<file path="src/rtl/io_seq_pkg.sv">
// Shared types and constants for the I/O halt sequencer.
// Build option: IO_BTN_SYNC_EN (button synchronizer).
package io_seq_pkg;

  localparam int STATE_W        = 3;
  localparam int DEFAULT_DATA_W = 32;
  localparam int HOLD_CNT_W     = 8;

  typedef enum logic [STATE_W-1:0] {
    ST_RUN       = 3'd0,
    ST_WAIT_IN   = 3'd1,
    ST_IN_COMMIT = 3'd2,
    ST_OUT_HOLD  = 3'd3,
    ST_HALTED    = 3'd4
  } io_state_e;

endpackage

</file>
<file path="src/rtl/io_halt_sequencer_btn_edge.sv">
// Operator button rising-edge detector.
// IO_BTN_SYNC_EN adds a two-flop synchronizer in front.
module btn_edge_detect (
  input  logic clk,
  input  logic rst_n,
  input  logic btn_i,
  output logic rise_o
);

  logic btn_s;
  logic prev_q;

`ifdef IO_BTN_SYNC_EN
  logic [1:0] sync_q;

  always_ff @(posedge clk or negedge rst_n) begin
    if (!rst_n) begin
      sync_q <= 2'b00;
    end else begin
      sync_q <= {sync_q[0], btn_i};
    end
  end

  assign btn_s = sync_q[1];
`else
  assign btn_s = btn_i;
`endif

  always_ff @(posedge clk or negedge rst_n) begin
    if (!rst_n) begin
      prev_q <= 1'b0;
    end else begin
      prev_q <= btn_s;
    end
  end

  assign rise_o = btn_s & ~prev_q;

endmodule

</file>
<file path="src/rtl/io_halt_sequencer.sv">
// Stall/handshake sequencer for IN, OUT and HALT instructions.
// Build option: IO_BTN_SYNC_EN (synchronized confirm button).
module io_halt_sequencer
  import io_seq_pkg::*;
#(
  parameter int DATA_W          = DEFAULT_DATA_W,
  parameter int OUT_HOLD_CYCLES = 0
) (
  input  logic              clk,
  input  logic              rst_n,
  input  logic              ctl_halt,
  input  logic              ctl_in,
  input  logic              ctl_out,
  input  logic              btn_confirm,
  input  logic [DATA_W-1:0] switch_data,
  input  logic [DATA_W-1:0] out_data,
  output logic              pc_en,
  output logic              reg_we_en,
  output logic [DATA_W-1:0] in_value,
  output logic [DATA_W-1:0] display_data,
  output logic              display_valid,
  output logic              waiting_in,
  output logic              halted,
  output logic [STATE_W-1:0] state
);

  localparam bit HAS_HOLD = (OUT_HOLD_CYCLES > 0);
  localparam logic [HOLD_CNT_W-1:0] HOLD_LOAD =
    HAS_HOLD ? HOLD_CNT_W'(OUT_HOLD_CYCLES - 1)
             : '0;

  io_state_e             state_q, state_d;
  logic [DATA_W-1:0]     in_q, in_d;
  logic [DATA_W-1:0]     disp_q, disp_d;
  logic                  valid_q, valid_d;
  logic [HOLD_CNT_W-1:0] cnt_q, cnt_d;
  logic                  btn_rise;

  btn_edge_detect u_btn (
    .clk    (clk),
    .rst_n  (rst_n),
    .btn_i  (btn_confirm),
    .rise_o (btn_rise)
  );

  always_ff @(posedge clk or negedge rst_n) begin
    if (!rst_n) begin
      state_q <= ST_RUN;
      in_q    <= '0;
      disp_q  <= '0;
      valid_q <= 1'b0;
      cnt_q   <= '0;
    end else begin
      state_q <= state_d;
      in_q    <= in_d;
      disp_q  <= disp_d;
      valid_q <= valid_d;
      cnt_q   <= cnt_d;
    end
  end

  always_comb begin
    state_d   = state_q;
    in_d      = in_q;
    disp_d    = disp_q;
    valid_d   = valid_q;
    cnt_d     = cnt_q;
    pc_en     = 1'b1;
    reg_we_en = 1'b1;
    unique case (state_q)
      ST_RUN: begin
        // halt > in > out
        if (ctl_halt) begin
          pc_en     = 1'b0;
          reg_we_en = 1'b0;
          state_d   = ST_HALTED;
        end else if (ctl_in) begin
          pc_en     = 1'b0;
          reg_we_en = 1'b0;
          state_d   = ST_WAIT_IN;
        end else if (ctl_out) begin
          disp_d  = out_data;
          valid_d = 1'b1;
          if (HAS_HOLD) begin
            pc_en   = 1'b0;
            cnt_d   = HOLD_LOAD;
            state_d = ST_OUT_HOLD;
          end
        end
      end
      ST_WAIT_IN: begin
        pc_en     = 1'b0;
        reg_we_en = 1'b0;
        if (btn_rise) begin
          in_d    = switch_data;
          state_d = ST_IN_COMMIT;
        end
      end
      ST_IN_COMMIT: begin
        state_d = ST_RUN;
      end
      ST_OUT_HOLD: begin
        reg_we_en = 1'b0;
        if (cnt_q != '0) begin
          pc_en = 1'b0;
          cnt_d = cnt_q - HOLD_CNT_W'(1);
        end else begin
          state_d = ST_RUN;
        end
      end
      ST_HALTED: begin
        pc_en     = 1'b0;
        reg_we_en = 1'b0;
      end
      default: begin
        state_d = ST_RUN;
      end
    endcase
  end

  assign in_value      = in_q;
  assign display_data  = disp_q;
  assign display_valid = valid_q;
  assign waiting_in    = (state_q == ST_WAIT_IN);
  assign halted        = (state_q == ST_HALTED);
  assign state         = state_q;

endmodule
</file>
<file path="config.mk">
export PLATFORM = sky130hd
export DESIGN_NAME = io_halt_sequencer
export DESIGN_NICKNAME = d
export VERILOG_FILES = /design/src/rtl/io_seq_pkg.sv /design/src/rtl/io_halt_sequencer_btn_edge.sv /design/src/rtl/io_halt_sequencer.sv
export SDC_FILE = /design/constraint.sdc
export NUM_CORES = 1
export LEC_CHECK = 0
export ABC_AREA = 0
export ABC_CLOCK_PERIOD_IN_PS = 1600
export CAP_MARGIN = 10
export CORE_AREA = 5 5 100 102
export DETAILED_ROUTE_END_ITERATION = 10
export DIE_AREA = 0 0 105 107
export GPL_ROUTABILITY_DRIVEN = 1
export GPL_TIMING_DRIVEN = 1
export PLACE_DENSITY_LB_ADDON = 0.08
export SLEW_MARGIN = 20
export SYNTH_ARGS = -nofsm -noshare
export SYNTH_HDL_FRONTEND = slang
export SYNTH_HIERARCHICAL = 1
export SYNTH_SLANG_ARGS = --single-unit
</file>
<file path="constraint.sdc">
create_clock -name clk -period 1.6 [get_ports clk]
set_input_delay 0.32 -clock clk [delete_from_list [all_inputs] [get_ports clk]]
set_output_delay 0.32 -clock clk [all_outputs]
set_load 0.01 [all_outputs]
</file>
==> out/summary.txt <==
Run status -> finished, violations left
Violated checks -> setup timing
Root buf cell -> clkbuf_8
Hpwl dp -> 5940 microns
Synth area leaders -> dfrtp_1 58%, mux2_4 26%, mux2_2 2.4%
H-tree depth -> 3
Final Setup Violations -> 64
Initial antenna violation count -> 0
Worst R2R Path Depth -> 7
Vias per inst -> 4.52
Post-Route Setup TNS -> -5140 ps
Critical path startpoint -> cnt_q[0]
Worst Path Arrival -> 1480 ps
VDD IR max -> 505 uV
Setup slack, reg-to-reg -> -170 ps
Avg Cell Area, Syn -> 16.5 sq um
Power density over the cells -> 788 mW/mm^2
Yosys top cell by area -> dfrtp_1
Hold Vio Cnt, Final -> 0
Number of remaining DRC errors -> 0
Final net count -> 472
First-pass GRT wire length -> 13,100 microns
Vias after detailed routing -> 2,332
Crit end category -> primary output
Post-placement cell count -> 481
Routability cong. -> 0.757
DR iter-0 viols -> 56
WP data required -> 1280 ps
Post-synth ARST share -> 100%
Worst setup margin -> -200 ps
Layout area overhead -> 72.8%
Starting Density -> 37.1%
Clock Skew -> 10.8 ps
Worst-case clock buffer depth -> 2
Mapped Cells -> 203
Worst skew pair latency -> 340 ps
Synth Flop Type -> dfrtp_1
Overall Power -> 4560 uW
Slew Limit Fails -> 0
Port Buf Inserts -> 141
Diode count -> 0
Reg2reg end -> display_data[15]
Share of the synthesized area in the top cell type -> 57.5%
Post-Syn Area -> 0.00335 sq mm
Startpoint Class -> flop
Pre-Repair DR Iteration Count -> 4
Dpl ws -> -529 ps
RSZ-0062 raised after global routing -> true
Largest net degree at the start of global routing -> 31
Tmin final -> 1800 ps
Drt wl/cell -> 16.9 microns
Synth cell types -> 31
Syn Nets -> 275
Final WL -> 8750 microns
# fillers -> 705
FP Rows -> 35
DIE AREA -> 0.0112 sq mm
GRT Residual Overflow -> 0
DP Area -> 0.00510 sq mm
Synthesized flop and latch total -> 77
GRT Util Overall -> 14.8%
P_leak -> 0.00357 uW
Layout cells sized above 1 -> 39.8%
Final period utilization -> 113%
Highest Clock Rate -> 555 MHz
Post-synth EDFFs -> 0
Commonest non-fill, non-tap cell in the layout -> dfrtp_1
Clock sinks -> 77
Vias in the first global route -> 2,450
Critical R2R Launch -> state[0]
CTS tree -> done
Register area share after synthesis -> 57.5%
Max_slew headroom -> 74.4%
Core area -> 0.00902 sq mm
Slew @ Worst Pin -> 384 ps
Non-Filler Instances -> 516
Antenna Nets Post-Route -> 0
DIE WIDTH -> 105 microns
Most frequent cells in the layout -> 76 x dfrtp_1, 74 x clkdlybuf4s50_1, 60 x mux2_4, 49 x dlymetal6s2s_1, 32 x buf_4
Top Ports -> 142
Hold Path Class -> primary input to async pin
Number of CTS-inserted buffers -> 9
Total of warnings raised by yosys -> 6
Max cap viols -> 0
CTS clock-pin slew for the worst setup and hold paths -> 90 ps
Post-route cell area -> 0.00579 sq mm
Height of the chip -> 107 microns
Max FO, Critical Path -> 2
Critical path class -> flop to primary output
CP endpoint -> pc_en
==> power by group <==
| group | total, uW | internal [uW] | switching [uW] |
|---|---|---|---|
| Combinational | 871 | 593 | 278 |
| Sequential | 2210 | 2120 | 90.3 |
| Clock | 1480 | 757 | 727 |
==> through the flow <==
stage / util (%) / hold WS (ps)
CTS: 60.4 / 437
detailed placement: 56.6 / 277
floorplan: - / 24.4
finish: 64.2 / 430
global route: 64.2 / 455
global placement: 56.6 / 277
==> synth_stat cells, drive strengths merged (2+ instances only) <==
cell type / n
nand3: 2
xnor2: 6
nor3: 5
nand2b: 2
mux2: 65
nor2: 9
nand4: 2
nand2: 3
and3: 2
buf: 9
inv: 3
dfrtp: 77
nand3b: 2
ha: 2
or3b: 2
a21oi: 4
==> routing by layer <==
layer | global-route usage [%] | part of all wire [%]
met2 | 23.5 | 49
met5 | 0 | 0
met1 | 19.3 | 45
met3 | 4.33 | 4.5
met4 | 5.30 | 1.2
==> repair_timing <==
item                       4_1_cts  5_1_grt
hold buffers                     1        0
setup endpoints to repair       48      109
pin swaps                        6        8
cloned                           3        3
resized for setup               43       75
setup buffers                    4        9
hold endpoints to repair        26        0
==> worst min-delay path by stage <==
stage	from	to	slack [ps]	cells after the start
after floorplan	rst_n	cnt_q[0]	20	0
after global placement	rst_n	in_value[10]	280	1
after detailed placement	rst_n	in_value[10]	280	1
after CTS	rst_n	in_value[10]	440	2
after global routing	rst_n	in_value[10]	450	2
final	rst_n	in_value[10]	430	2
==> final cells by class <==
type	count	area (sq um)	share of cell area [%]
clock inverters	6	62.6	1.08
well taps	111	139	2.40
inverters	3	11.3	0.195
clock buffers	10	138	2.38
flip-flops and latches	77	1930	33.3
multi-input cells	115	1390	24.0
repair buffers	194	2120	36.7
==> worst max-delay path, stage by stage (launching register included) <==
cell and delay, ps:
dfrtp_1 400, inv_2 80, ha_4 120, nor3b_4 200, nand2_2 80, o21bai_1 110, buf_2 140
==> sequential cells by signal (all words and copies together), names as in the netlist <==
name           cells
display_valid      1
state              3
display_data      32
in_value          32
cnt_q              8
u_btn/prev_q       1
==> cells by family after synthesis <==
logic type	after synthesis	share of synthesized area (%)
AO/OA/AOI/OAI	6	1.12
AND/OR/NAND/NOR	35	6.76
multiplexers	65	28.4
buffers and inverters	12	3.92
adder cells (fa/ha/maj)	2	0.747
XOR/XNOR	6	1.57
flip-flops	77	57.5
No activity file was read; power rests on OpenSTA's default activity.
